**config.mk**
```make
export PLATFORM = sky130hd
export DESIGN_NAME = spi_axi_slave
export DESIGN_NICKNAME = d
export VERILOG_FILES = /design/src/rtl/spi_axi_pkg.sv /design/src/rtl/spi_axi_slave.sv
export SDC_FILE = /design/constraint.sdc
export NUM_CORES = 1
export LEC_CHECK = 0
export BUFFER_PORTS_ARGS = -buffer_cell sky130_fd_sc_hd__clkbuf_2
export CAP_MARGIN = 30
export CORE_MARGIN = 4
export CORE_UTILIZATION = 54
export DETAILED_ROUTE_END_ITERATION = 8
export GPL_TIMING_DRIVEN = 1
export PLACE_DENSITY = 0.95
export SLEW_MARGIN = 20
export SYNTH_ARGS = -nofsm -noshare
export SYNTH_HDL_FRONTEND = slang
export SYNTH_SLANG_ARGS = --single-unit
```
**constraint.sdc**
```tcl
create_clock -name GCLK -period 4 [get_ports GCLK]
set_input_delay 0.8 -clock GCLK [delete_from_list [all_inputs] [get_ports GCLK]]
set_output_delay 0.8 -clock GCLK [all_outputs]
set_load 0.05 [all_outputs]
```
**src/rtl/spi_axi_pkg.sv**
```systemverilog
// Register map, field positions and AXI response codes shared by spi_axi_slave.
package spi_axi_pkg;

    // Register index is byte address bits [4:2].
    typedef enum logic [2:0] {
        RegCtrl   = 3'd0,
        RegStatus = 3'd1,
        RegTiming = 3'd2,
        RegTxdata = 3'd3,
        RegRxdata = 3'd4,
        RegIrqen  = 3'd5
    } reg_idx_e;

    localparam int unsigned CtrlStartBit   = 0;
    localparam int unsigned CtrlModeLsb    = 1;
    localparam int unsigned CtrlSpeedLsb   = 3;
    localparam int unsigned CtrlLenLsb     = 5;

    localparam int unsigned StatusBusyBit  = 0;
    localparam int unsigned StatusDoneBit  = 1;

    localparam int unsigned TimingIfgLsb   = 0;
    localparam int unsigned TimingCsSckLsb = 8;
    localparam int unsigned TimingSckCsLsb = 16;

    localparam logic [1:0] RespOkay   = 2'b00;
    localparam logic [1:0] RespSlverr = 2'b10;

    function automatic logic [31:0] apply_strb(input logic [31:0] old_val,
                                               input logic [31:0] new_val,
                                               input logic [3:0]  strb);
        logic [31:0] res;
        res = old_val;
        for (int i = 0; i < 4; i++) begin
            if (strb[i]) res[8*i +: 8] = new_val[8*i +: 8];
        end
        return res;
    endfunction

endpackage

```
**src/rtl/spi_axi_slave.sv**
```systemverilog
// AXI4-Lite register front end for an SPI master register stage.
// Defining SPI_IRQ_EN adds the IRQEN register at 0x14 and a registered done interrupt.
module spi_axi_slave
    import spi_axi_pkg::*;
#(
    parameter int unsigned ADDR_W = 5
) (
    input  logic              GCLK,
    input  logic              NRST,
    input  logic [ADDR_W-1:0] s_axi_awaddr,
    input  logic              s_axi_awvalid,
    output logic              s_axi_awready,
    input  logic [31:0]       s_axi_wdata,
    input  logic [3:0]        s_axi_wstrb,
    input  logic              s_axi_wvalid,
    output logic              s_axi_wready,
    output logic [1:0]        s_axi_bresp,
    output logic              s_axi_bvalid,
    input  logic              s_axi_bready,
    input  logic [ADDR_W-1:0] s_axi_araddr,
    input  logic              s_axi_arvalid,
    output logic              s_axi_arready,
    output logic [31:0]       s_axi_rdata,
    output logic [1:0]        s_axi_rresp,
    output logic              s_axi_rvalid,
    input  logic              s_axi_rready,
    output logic              start_o,
    input  logic              busy_i,
    output logic [1:0]        spi_mode_o,
    output logic [1:0]        sck_speed_o,
    output logic [1:0]        word_len_o,
    output logic [7:0]        IFG_o,
    output logic [7:0]        CS_SCK_o,
    output logic [7:0]        SCK_CS_o,
    output logic [31:0]       mosi_data_o,
    input  logic [31:0]       miso_data_i,
    output logic              irq_o
);

    logic        awready_q, awready_d, bvalid_q, bvalid_d;
    logic [1:0]  bresp_q, bresp_d, rresp_q, rresp_d;
    logic        arready_q, arready_d, rvalid_q, rvalid_d;
    logic [31:0] rdata_q, rdata_d;
    logic        start_q, start_d, pending_q, pending_d;
    logic        busy_prev_q, done_q, done_d;
    logic [1:0]  spi_mode_q, spi_mode_d, sck_speed_q, sck_speed_d, word_len_q, word_len_d;
    logic [23:0] timing_q, timing_d;
    logic [31:0] txdata_q, txdata_d, rxdata_q, rxdata_d;
`ifdef SPI_IRQ_EN
    logic        irqen_q, irqen_d, irq_q;
`endif

    reg_idx_e    aw_idx, ar_idx;
    logic        wr_fire, rd_fire, eff_busy, busy_fall, done_clr;
    logic [1:0]  wr_resp, rd_resp;
    logic [31:0] rd_val;
    logic        unused_addr;

    assign aw_idx      = reg_idx_e'(s_axi_awaddr[4:2]);
    assign ar_idx      = reg_idx_e'(s_axi_araddr[4:2]);
    assign unused_addr = ^{s_axi_awaddr, s_axi_araddr};

    assign wr_fire   = awready_q & s_axi_awvalid & s_axi_wvalid;
    assign rd_fire   = arready_q & s_axi_arvalid;
    assign eff_busy  = busy_i | pending_q;
    assign busy_fall = busy_prev_q & ~busy_i;

    // Write channel and register updates.
    always_comb begin
        awready_d   = s_axi_awvalid & s_axi_wvalid & ~bvalid_q & ~awready_q;
        bvalid_d    = bvalid_q & ~s_axi_bready;
        bresp_d     = bresp_q;
        spi_mode_d  = spi_mode_q;
        sck_speed_d = sck_speed_q;
        word_len_d  = word_len_q;
        timing_d    = timing_q;
        txdata_d    = txdata_q;
        start_d     = 1'b0;
        done_clr    = 1'b0;
        wr_resp     = RespOkay;
`ifdef SPI_IRQ_EN
        irqen_d     = irqen_q;
`endif
        if (wr_fire) begin
            case (aw_idx)
                RegCtrl: begin
                    if (eff_busy) begin
                        wr_resp = RespSlverr;
                    end else if (s_axi_wstrb[0]) begin
                        spi_mode_d  = s_axi_wdata[CtrlModeLsb +: 2];
                        sck_speed_d = s_axi_wdata[CtrlSpeedLsb +: 2];
                        word_len_d  = s_axi_wdata[CtrlLenLsb +: 2];
                        start_d     = s_axi_wdata[CtrlStartBit];
                    end
                end
                RegStatus: done_clr = s_axi_wstrb[0] & s_axi_wdata[StatusDoneBit];
                RegTiming: begin
                    if (eff_busy) begin
                        wr_resp = RespSlverr;
                    end else begin
                        for (int i = 0; i < 3; i++) begin
                            if (s_axi_wstrb[i]) timing_d[8*i +: 8] = s_axi_wdata[8*i +: 8];
                        end
                    end
                end
                RegTxdata: begin
                    if (eff_busy) wr_resp = RespSlverr;
                    else txdata_d = apply_strb(txdata_q, s_axi_wdata, s_axi_wstrb);
                end
                RegRxdata: ;
`ifdef SPI_IRQ_EN
                RegIrqen: if (s_axi_wstrb[0]) irqen_d = s_axi_wdata[0];
`endif
                default: wr_resp = RespSlverr;
            endcase
            bvalid_d = 1'b1;
            bresp_d  = wr_resp;
        end
    end

    // Hardware done set takes priority over a simultaneous W1C.
    assign pending_d = start_d | (pending_q & ~busy_i);
    assign done_d    = busy_fall | (done_q & ~done_clr);
    assign rxdata_d  = busy_fall ? miso_data_i : rxdata_q;

    // Read channel; rdata is sampled from pre-write register values.
    always_comb begin
        rd_val  = '0;
        rd_resp = RespOkay;
        case (ar_idx)
            RegCtrl:   rd_val[6:1] = {word_len_q, sck_speed_q, spi_mode_q};
            RegStatus: begin
                rd_val[StatusDoneBit] = done_q;
                rd_val[StatusBusyBit] = eff_busy;
            end
            RegTiming: rd_val[23:0] = timing_q;
            RegTxdata: rd_val = txdata_q;
            RegRxdata: rd_val = rxdata_q;
`ifdef SPI_IRQ_EN
            RegIrqen:  rd_val[0] = irqen_q;
`endif
            default:   rd_resp = RespSlverr;
        endcase
        arready_d = s_axi_arvalid & ~rvalid_q & ~arready_q;
        rvalid_d  = rd_fire | (rvalid_q & ~s_axi_rready);
        rdata_d   = rd_fire ? rd_val : rdata_q;
        rresp_d   = rd_fire ? rd_resp : rresp_q;
    end

    always_ff @(posedge GCLK or negedge NRST) begin
        if (!NRST) begin
            awready_q   <= 1'b0;
            bvalid_q    <= 1'b0;
            bresp_q     <= 2'b00;
            arready_q   <= 1'b0;
            rvalid_q    <= 1'b0;
            rresp_q     <= 2'b00;
            rdata_q     <= '0;
            start_q     <= 1'b0;
            pending_q   <= 1'b0;
            busy_prev_q <= 1'b0;
            done_q      <= 1'b0;
            spi_mode_q  <= 2'b00;
            sck_speed_q <= 2'b00;
            word_len_q  <= 2'b00;
            timing_q    <= '0;
            txdata_q    <= '0;
            rxdata_q    <= '0;
        end else begin
            awready_q   <= awready_d;
            bvalid_q    <= bvalid_d;
            bresp_q     <= bresp_d;
            arready_q   <= arready_d;
            rvalid_q    <= rvalid_d;
            rresp_q     <= rresp_d;
            rdata_q     <= rdata_d;
            start_q     <= start_d;
            pending_q   <= pending_d;
            busy_prev_q <= busy_i;
            done_q      <= done_d;
            spi_mode_q  <= spi_mode_d;
            sck_speed_q <= sck_speed_d;
            word_len_q  <= word_len_d;
            timing_q    <= timing_d;
            txdata_q    <= txdata_d;
            rxdata_q    <= rxdata_d;
        end
    end

`ifdef SPI_IRQ_EN
    always_ff @(posedge GCLK or negedge NRST) begin
        if (!NRST) begin
            irqen_q <= 1'b0;
            irq_q   <= 1'b0;
        end else begin
            irqen_q <= irqen_d;
            irq_q   <= done_q & irqen_q;
        end
    end
    assign irq_o = irq_q;
`else
    assign irq_o = 1'b0;
`endif

    assign s_axi_awready = awready_q;
    assign s_axi_wready  = awready_q;
    assign s_axi_bvalid  = bvalid_q;
    assign s_axi_bresp   = bresp_q;
    assign s_axi_arready = arready_q;
    assign s_axi_rvalid  = rvalid_q;
    assign s_axi_rresp   = rresp_q;
    assign s_axi_rdata   = rdata_q;
    assign start_o       = start_q;
    assign spi_mode_o    = spi_mode_q;
    assign sck_speed_o   = sck_speed_q;
    assign word_len_o    = word_len_q;
    assign IFG_o         = timing_q[TimingIfgLsb +: 8];
    assign CS_SCK_o      = timing_q[TimingCsSckLsb +: 8];
    assign SCK_CS_o      = timing_q[TimingSckCsLsb +: 8];
    assign mosi_data_o   = txdata_q;

endmodule

```
==> run summary <==
## Run status
* run status: completed

## Routing
* drt via density: 5.66
* Starting DRT DRC Count: 341
* DRT Pass-1 Iters: 5
* routed wirelength normalized by instance count: 19.6 µm
* via total after detailed routing: 4444
* Post-Route WL: 15.4 mm
* remaining number of nets flagged by the antenna check after routing: 0
* Post-route DRC: 0

## Clocking
* source-to-sink clock delay at the later pin of the worst-skew pair: 0.50 ns
* H-tree depth reported by CTS: 4
* number of buffers created by CTS: 17
* clock tree from TritonCTS: built
* total of hold buffers inserted after clock tree synthesis: 0
* clock edge transition at the registers on the reported setup and hold paths: 0.06 ns
* clk sink count: 136
* Clock Tree Buf Depth: 2
* root buf cell: sky130_fd_sc_hd__clkbuf_8
* number of instances resized during post-cts repair: 0
* post-CTS setup buffer count: 0

## Yosys
* per-instance average area after synthesis: 12.6 µm²
* top flip-flop cell by instance count after synthesis: sky130_fd_sc_hd__dfrtp_1
* cell count after synthesis: 457
* number of synthesized flops with an enable pin: 0
* unique cell type count in the Yosys netlist: 32
* async set-reset flop share out of synthesis: 100%
* FF+latch count, synth: 136
* synthesized cell area: 0.00576 mm²
* total number of yosys warnings: 0
* sequential cell area fraction in the yosys report: 59.1%

## STA
* hold violation total from the final report: 0
* Slew Limit Headroom: 43.4%
* maximum operating frequency: 466 MHz
* # setup viols final: 0
* final period demand of the worst path: 2.15 ns
* worst clock skew on the final layout: 0.00702 ns
* max-slew violations: 0
* Final TNS setup: 0 ns
* setup repair after global routing missed its margin: no
* worst slew pin tran: 0.840 ns
* fin crit share: 53.6%

## Power
* Switching Fraction: 29.1%
* pwr dens: 506 mW/mm²
* net load switching power: 1090 µW
* sequential fraction of design power: 42.4%
* worst-case vdd ir drop: 0.295 mV
* cell-internal power: 2660 µW
* total leakage power: 0.00381 µW
* proportion of power drawn by the clock network: 39.4%
* Comb pwr share: 18.2%

## Critical path
* cells on worst reg2reg path: 4
* Crit Path Category: in2reg
* origin of the critical flop-to-flop path: s_axi_awready
* CP Launch Type: primary input
* Critical Path, Cell by Cell: clkbuf_2 > nand2b_1 > buf_4 > inv_1 > o21ai_0 > o221ai_1
* end of the worst register-to-register path: mosi_data_o[3]
* cell type group with the largest total delay on the critical path: compound AO/OA/AOI/OAI gates
* arrival time of data at the critical path endpoint: 2.46 ns
* setup slack on the worst flop-to-flop path: 2.06 ns
* Crit path buffers/inverters: 3
* Crit-path slowest cell: sky130_fd_sc_hd__o21ai_0
* worst stage delay on the critical path: 0.66 ns
* biggest fanout along the worst timing path: 20
* kind of capture point of the worst setup path: flip-flop
* required time of the worst setup path: 4.31 ns

## GRT
* most used routing layer: met2
* global routing usage on met3: 5.35%
* vias in the first global route: 4745
* global-route wire length before repair: 25.0 mm
* pin count of the biggest net entering global routing: 114
* met2 Track Usage GR: 42.4%
* total overflow reported by the global router: 0
* initial antenna violation count: 0
* global-route track usage on met1: 31.3%
* global-route usage over all layers: 25.5%

## Die
* row cnt: 37
* die width: 111 µm
* y dimension of the die: 111 µm
* initial cell density of the core: 55.5%
* area of the die: 0.0124 mm²
* I/O pin total: 191
* area inside the core boundary: 0.0104 mm²

## Layout
* non-filler instance count after layout: 785
* area delta synth->final: 28.7%
* most common cell after layout, fill and taps aside: sky130_fd_sc_hd__clkbuf_2
* most frequent cells in the layout: sky130_fd_sc_hd__clkbuf_2, sky130_fd_sc_hd__dfrtp_1, sky130_fd_sc_hd__mux2_2, sky130_fd_sc_hd__nor2_1
* share of cells above drive strength 1: 49.5%
* count of antenna diodes in the layout: 0
* Final nets: 726

## Placement
* DPL Wire Length: 10.9 mm
* number of port buffers: 183
* placed instance count: 754
* RD Place Congestion: 0.883

## Min path
* Hold Crit Class: in2async

## Job
* MaxCap Viol Count: 0

synth_stat cells, drive strengths merged (3+ instances only):
library cell,n,area [µm²]
inv,5,18.8
o221ai,4,35.0
buf,21,115
mux2,96,1080
a22oi,5,37.5
nand2,29,109
clkbuf,9,33.8
nand3,4,40.0
a21oi,20,100
dfrtp,136,3400
mux2i,22,220
nor2,44,168
and3,4,25.0
a221oi,9,78.8
o21ai,29,145
nand2b,3,18.8
routing by layer:
layer	part of all wire (%)	up-vias
met5	0	-
met1	38	2220
met4	3.6	0
met3	6.4	49
met2	52	198
li1	-	1977
power groups by stage:
stage	clock network, µW	logic (µW)	registers (µW)
after floorplan	0	187	1870
after global placement	0	654	1600
after detailed placement	0	674	1610
after CTS	1500	677	1590
after global routing	1560	725	1600
final	1480	682	1590
registers in the layout (all words and copies together), names as in the netlist, 2 cells and up:
signal and cells:
spi_mode_o 2, sck_speed_o 2, word_len_o 2, mosi_data_o 32
rxdata_q 32, timing_q 24, s_axi_rdata 32
how the worst max path moves through the flow:
stage / start / cells after the start / to
after floorplan: s_axi_wvalid / 4 / timing_q[0]
after CTS: s_axi_araddr[3] / 6 / s_axi_rdata[0]
final: s_axi_araddr[4] / 6 / s_axi_rdata[6]
after global placement: s_axi_araddr[3] / 6 / s_axi_rdata[0]
after detailed placement: s_axi_araddr[3] / 6 / s_axi_rdata[0]
after global routing: s_axi_araddr[3] / 6 / s_axi_rdata[0]
kinds of logic (layout without fill, tap and decap cells):
logic type	count (synthesis)	after routing	synth area share (%)
buffers and inverters	35	225	2.91
muxes	118	118	22.6
and+or+nand+nor	97	97	8.04
AOI/OAI and AO/OA	70	70	7.24
DFF	136	136	59.1
other	1	3	0.0652
per-stage QoR:
| stage | utilization (%) | setup WS [ns] | total power [µW] | area, µm² | hold slack, ns |
|---|---|---|---|---|---|
| global route | 71.4 | 1.82 | 3890 | 7410 | 0.153 |
| global placement | 65.1 | 1.46 | 2250 | 6750 | 0.442 |
| finish | 71.4 | 1.85 | 3750 | 7410 | 0.161 |
| CTS | 70.8 | 1.93 | 3760 | 7340 | 0.459 |
| floorplan | - | 2.07 | 2060 | 5760 | 0.451 |
| detailed placement | 65.4 | 1.39 | 2280 | 6780 | 0.457 |
cell type report:
type	count	area, µm²
sequential	136	3400
fill	741	2960
multi-input combinational	288	2200
timing repair buffer	192	1050
clock buffer	25	494
tap	136	170
clock inverter	3	65.1
inverter	5	18.8
(Power assumes the default switching activity.)
